### src/rtl/xbf_delay_sum.sv
// Multichannel delay-and-sum beamformer: per-channel programmable sample delay,
// full-precision sum, two-stage valid/ready pipeline.
module xbf_delay_sum #(
    parameter int NCH    = 4,
    parameter int DW     = 16,
    parameter int MAXDLY = 16,
    parameter int DLYW   = $clog2(MAXDLY),
    parameter int OW     = DW + $clog2(NCH)
) (
    input  logic                   clk,
    input  logic                   rst,
    input  logic                   clr,
    input  logic                   cfg_wr,
    input  logic [$clog2(NCH)-1:0] cfg_ch,
    input  logic [DLYW:0]          cfg_dly,
    input  logic                   s_valid,
    output logic                   s_ready,
    input  logic [NCH*DW-1:0]      s_data,
    output logic                   m_valid,
    input  logic                   m_ready,
    output logic [OW-1:0]          m_data
);
    localparam int CHW = $clog2(NCH);
    localparam logic [CHW:0] NCH_L = (CHW+1)'(NCH);

    logic              en;
    logic              accept;
    logic [DLYW-1:0]   dly_q [NCH];
    logic [DLYW-1:0]   dly_d [NCH];
    logic [DLYW-1:0]   wr_ptr_q, wr_ptr_d;
    logic              s1_valid_q, s1_valid_d;
    logic              m_valid_q, m_valid_d;
    logic [OW-1:0]     m_data_q, m_data_d;
    logic [OW-1:0]     beam_sum;
    logic [NCH*DW-1:0] tap_w;

    assign en      = !m_valid_q || m_ready;
    assign s_ready = en && !clr;
    assign accept  = s_valid && s_ready;

    // MAXDLY is a power of two, so the extra top bit alone flags an over-range request.
    always_comb begin
        dly_d = dly_q;
        if (cfg_wr && ({1'b0, cfg_ch} < NCH_L)) begin
            dly_d[cfg_ch] = cfg_dly[DLYW] ? {DLYW{1'b1}} : cfg_dly[DLYW-1:0];
        end
    end

    always_comb begin
        beam_sum = '0;
        for (int i = 0; i < NCH; i++) begin
            beam_sum = beam_sum + {{(OW-DW){tap_w[i*DW+DW-1]}}, tap_w[i*DW +: DW]};
        end
    end

    always_comb begin
        wr_ptr_d   = wr_ptr_q;
        s1_valid_d = s1_valid_q;
        m_valid_d  = m_valid_q;
        m_data_d   = m_data_q;
        if (clr) begin
            wr_ptr_d   = '0;
            s1_valid_d = 1'b0;
            m_valid_d  = 1'b0;
        end else if (en) begin
            s1_valid_d = accept;
            m_valid_d  = s1_valid_q;
            m_data_d   = beam_sum;
            if (accept) begin
                wr_ptr_d = wr_ptr_q + DLYW'(1);
            end
        end
    end

    for (genvar gi = 0; gi < NCH; gi++) begin : g_ch
        logic [DW-1:0]   mem_q [MAXDLY];
        logic [DW-1:0]   mem_d [MAXDLY];
        logic [DW-1:0]   tap_q, tap_d;
        logic [DW-1:0]   sample;
        logic [DLYW-1:0] rd_ptr;

        assign sample = s_data[gi*DW +: DW];
        assign rd_ptr = wr_ptr_q - dly_q[gi];

        // The tap reads the stored history before this cycle's write lands.
        always_comb begin
            mem_d = mem_q;
            tap_d = tap_q;
            if (clr) begin
                for (int k = 0; k < MAXDLY; k++) begin
                    mem_d[k] = '0;
                end
            end else if (accept) begin
                mem_d[wr_ptr_q] = sample;
                tap_d = (dly_q[gi] == '0) ? sample : mem_q[rd_ptr];
            end
        end

        always_ff @(posedge clk or posedge rst) begin
            if (rst) begin
                for (int k = 0; k < MAXDLY; k++) begin
                    mem_q[k] <= '0;
                end
                tap_q <= '0;
            end else begin
                mem_q <= mem_d;
                tap_q <= tap_d;
            end
        end

        assign tap_w[gi*DW +: DW] = tap_q;
    end

    always_ff @(posedge clk or posedge rst) begin
        if (rst) begin
            for (int i = 0; i < NCH; i++) begin
                dly_q[i] <= '0;
            end
            wr_ptr_q   <= '0;
            s1_valid_q <= 1'b0;
            m_valid_q  <= 1'b0;
            m_data_q   <= '0;
        end else begin
            dly_q      <= dly_d;
            wr_ptr_q   <= wr_ptr_d;
            s1_valid_q <= s1_valid_d;
            m_valid_q  <= m_valid_d;
            m_data_q   <= m_data_d;
        end
    end

    assign m_valid = m_valid_q;
    assign m_data  = m_data_q;

endmodule

### config.mk
export PLATFORM = sky130hd
export DESIGN_NAME = xbf_delay_sum
export DESIGN_NICKNAME = d
export VERILOG_FILES = /design/src/rtl/xbf_delay_sum.sv
export SDC_FILE = /design/constraint.sdc
export NUM_CORES = 2
export LEC_CHECK = 0
export CAP_MARGIN = 20
export CORE_MARGIN = 8
export CORE_UTILIZATION = 45
export CTS_BUF_LIST = sky130_fd_sc_hd__clkbuf_8
export DETAILED_ROUTE_END_ITERATION = 8
export GPL_TIMING_DRIVEN = 0
export PLACE_DENSITY = 0.59
export SYNTH_ARGS = -nofsm -noshare
export SYNTH_HDL_FRONTEND = slang
export SYNTH_SLANG_ARGS = --single-unit
### constraint.sdc
create_clock -name clk -period 77.7 [get_ports clk]
set_input_delay 15.54 -clock clk [delete_from_list [all_inputs] [get_ports clk]]
set_output_delay 15.54 -clock clk [all_outputs]
set_load 0.01 [all_outputs]
# Yosys cells after proc, flatten, opt, wreduce, memory -nomap -nowiden
# Index checks and enable logic that the tools add are counted.
# op_classes
magnitude_cmp	8
mux	41
bitwise	7
addsub	8
n_reduce_logical	16
# op_table
op	n
$mux 256	8
$bwmux 256	4
$bmux 16 s4	4
$mux 16	13
$demux 16 s4	1
$ge 5x5->1 const B	5
$not 4->5	5
$mux 4	5
$add 17x16->18	1
$add 18x18->18	1
$add 16x16->17	1
$bwmux 16	1
$logic_not 4->1	4
$sub 4x4->4	4
$demux 4 s2	1
$reduce_and 2->1	3
$lt 5x1->1 const B	1
$add 4x1->4 const B	1
$logic_and 1x1->1	4
$mux 1	4
$reduce_bool 2->1	2
$ge 3x3->1 const B	1
$lt 3x1->1 const B	1
$not 2->3	1
3 further kinds	4
# totals
register_bits	1128
output_inout_bits	20
word_cells	156
inputBits	77

# Longest topological paths before layout
# logic_depth
ltp_word	8
mapped_depth	12

# Least setup slack after synthesis
# OpenSTA, ideal clock, no wires.
# synth_path
path_kind	input to output
startpoint	input m_ready
endpoint	output s_ready
arrival_time_ps	16363
slack_ps	45797
path_stages	4
path_buffers	1
cell_sequence	nor2b_1 > or2_2 > clkbuf_1 > clkinv_1
# synth_via
elab_chain_len	2
# synth_lines
item	line	text
from (decl)	20	input logic m_ready,
$logic_or 1x1->1	37	assign en = !m_valid_q || m_ready;
$logic_and 1x1->1	38	assign s_ready = en && !clr;
to (decl)	17	output logic s_ready,
# No other way between the ends.

# Worst setup path after layout
# Same ends and word-level chain as after synthesis.

==> impl_metrics.yaml <==
run_status:
  run_status: "finished, final reports clean"
detailed_routing:
  dr.pass1.iters: 8
  viasPerCell: 5.940
  wl_um: 213300
  vias: 47183
  drc: 0
  ant_nets: 0
  drt_iter0_drc: 5872
  avgRoutedWirePerCell_um: 26.85
critical_path:
  crit_path_max_fanout: 9
  rrSetupSlack_ns: 73.11
  crit_required_ns: 62.16
  crit_path_start_kind: "input port"
  end_kind: "primary output"
  reg2reg_depth: 9
  criticalPathCategory: "in2out"
  r2r_start: "wr_ptr_q[1]"
  regToRegEndpoint: "g_ch[2].tap_q[1]"
  critPathArrivalTime_ns: 17.91
pwr:
  combPwrFrac_pct: 24.0
  total_power_mw: 1.522
  power.switching_mw: 0.5155
  power-per-cell-area_nw_per_um2: 24.24
  seqPwrFrac_pct: 40.4
  peakVddDrop_mv: 0.01822
  netSwitchingFraction_pct: 33.88
  leakagePower_nw: 26.54
  pwr-share-clk_pct: 35.7
  internal_power_mw: 1.006
cells_and_area:
  drive_above_1_share_pct: 13.27
  fin_nets: 6308
  mostFrequentLayoutCells: "1990 x nand2_1, 1128 x dfrtp_1, 728 x a21oi_1"
  final_common_cell: "nand2_1"
  final_cells: 7943
  syn2layout_area_growth_pct: 11.67
  final_cell_area_um2: 62780
  final_core_util_pct: 50.71
floorplanning:
  coreArea_um2: 123800
  initial_core_util_pct: 45.41
  fp.dieH_um: 369.4
  rows: 129
  die-area_um2: 136500
  die_x_um: 369.4
  io_pins: 97
synth:
  async_flop_share_pct: 100.0
  synth_nets: 6064
  ys_ff_latch: 1128
  netlist_area_um2: 56220
  ys_warn_count: 0
  ys_seq_area_share_pct: 50.21
  ys_types: 64
  synthCells: 5917
  synth-edff-count: 0
  syn_avg_cell_area_um2: 9.501
  ys.flop_type: "dfrtp_1"
timing:
  finalSetupViolCount: 0
  slew_headroom_pct: 17.35
  worst_slack_ns: 44.25
  hold_violations: 0
  rsz0062_at_grt: "no"
  worst_pin_slew_ns: 1.236
  fin_skew_ns: 0.06202
  whs_ns: 0.4688
  totalNegativeSetupSlack_ns: 0
  max_freq_ghz: 0.02990
  final.period_utilization_pct: 43.05
  slew_viol_final: 0
  min_period_ns: 33.45
min_path:
  min-delay-start: "m_data[0]"
  holdPathEnd: "m_data[0]"
  min-delay-path-class: "reg2reg"
  whs_path_depth: 2
global_route:
  grt_max_degree: 122
  grt_pass1_vias: 45738
  grt.overflow.total: 0
  grt_use_total_pct: 30.76
  grt_antenna_before_repair: 8
  grt_pass1_wl_um: 312600
placement:
  dp_hpwl_um: 148400
  pre_cts_ws_ns: 44.36
  dp.cells: 7600
  gp_congestion: 0.9328
  place.port_buffers: 31
  dpl_cell_area_um2: 58950
clocking:
  cts_root_buf: "clkbuf_8"
  cts_setup_buffers: 0
  cts_sinks: 1128
  cts_hold_buf: 0
  ctsResizeCount: 0
  clock_latency_ns: 0.95
  clk_pin_slew_ns: 0.06
  cts_max_level: 4
  cts_made_buffers: 194
  tritoncts: "built"
  clockBufferDepth: 3
run:
  drv_cap: 0
==> state kept, by name (all words and copies together) (netlist names) <==
name and flops:
g_ch.mem_q 1024, s1_valid_q 1, m_valid 1, wr_ptr_q 4, m_data 18, g_ch.tap_q 64, dly_q 16
==> critical path: stages <==
cell	delay [ns]
clkdlybuf4s50_1	0.41
nor2b_1	0.63
or2_2	0.22
clkbuf_1	0.23
clkinv_1	0.29
clkdlybuf4s50_1	0.58
==> worst max-delay path by stage <==
stage / startpoint / endpoint / slack [ns] / depth (start not counted)
after floorplan: rst / dly_q[0] / 30.39 / 1
after global placement: rst / g_ch[1].mem_q[237] / 15.40 / 2
after global routing: m_ready / s_ready / 44.17 / 6
after detailed placement: m_ready / s_ready / 44.36 / 6
after CTS: m_ready / s_ready / 44.31 / 6
final: m_ready / s_ready / 44.25 / 6
==> final cells by class <==
cell class                 instances  area (um2)
antenna                            6       15.01
buffer                           561        2623
clock buffer                     240        3303
clock inverter                    95       480.5
fill                           11501       61020
inverter                         104       397.9
multi-input combinational       4124       24980
sequential                      1128       28230
tap                             1637        2048
timing repair buffer              48       708.2
==> Yosys cell counts, types with 6 or more instances <==
cell type | n | share of area, %
nand2_1 | 1990 | 13
dfrtp_1 | 1128 | 50
a21oi_1 | 728 | 6.5
o21ai_0 | 333 | 3.0
clkbuf_1 | 325 | 2.2
nand2b_1 | 262 | 2.9
mux4_2 | 256 | 10
buf_2 | 167 | 1.5
inv_1 | 103 | 0.69
nor2_1 | 77 | 0.51
nand3b_1 | 76 | 1.0
mux2i_1 | 56 | 1.0
fa_1 | 37 | 1.3
o22ai_1 | 35 | 0.39
ha_1 | 33 | 0.73
buf_4 | 32 | 0.43
buf_6 | 25 | 0.50
nor4_1 | 19 | 0.21
mux2_2 | 17 | 0.34
o41ai_1 | 15 | 0.23
buf_1 | 12 | 0.080
xor2_1 | 12 | 0.19
a22oi_1 | 11 | 0.15
nor2b_1 | 11 | 0.12
xnor2_1 | 11 | 0.17
a2bb2oi_1 | 10 | 0.16
a31o_2 | 10 | 0.16
nand3_2 | 9 | 0.16
nor2_2 | 9 | 0.10
nand3_1 | 8 | 0.071
a222oi_1 | 7 | 0.12
a31oi_1 | 7 | 0.078
o221a_2 | 7 | 0.14
a21o_1 | 6 | 0.080
==> cell families after synthesis <==
family | Yosys count | synth area share (%)
XOR/XNOR | 23 | 0.3583
AND/OR/NAND/NOR | 2492 | 18.90
buffers and inverters | 665 | 5.359
adder cells (fa/ha/maj) | 70 | 2.052
flip-flops | 1128 | 50.21
multiplexers | 329 | 11.59
AO/OA/AOI/OAI | 1210 | 11.52
==> layer usage <==
| layer | track usage [%] | wire length [um] | share of wire, % | vias to the layer above |
|---|---|---|---|---|
| met5 | 0 | 13 | 0.0061 | - |
| met4 | 15.12 | 11580 | 5.4 | 2 |
| met3 | 7.383 | 21540 | 10 | 525 |
| met2 | 45.18 | 93140 | 44 | 2588 |
| met1 | 42.79 | 86990 | 41 | 23764 |
| li1 | - | - | - | 20304 |
==> power groups by stage <==
stage                     logic [mW]  clock network, mW  registers [mW]
after detailed placement       0.357                  0           0.625
after floorplan                0.222                  0           0.626
after CTS                      0.358              0.546           0.614
after global routing           0.384              0.571           0.616
after global placement         0.353                  0           0.627
final                          0.364              0.542           0.615
(Power assumes the default switching activity.)
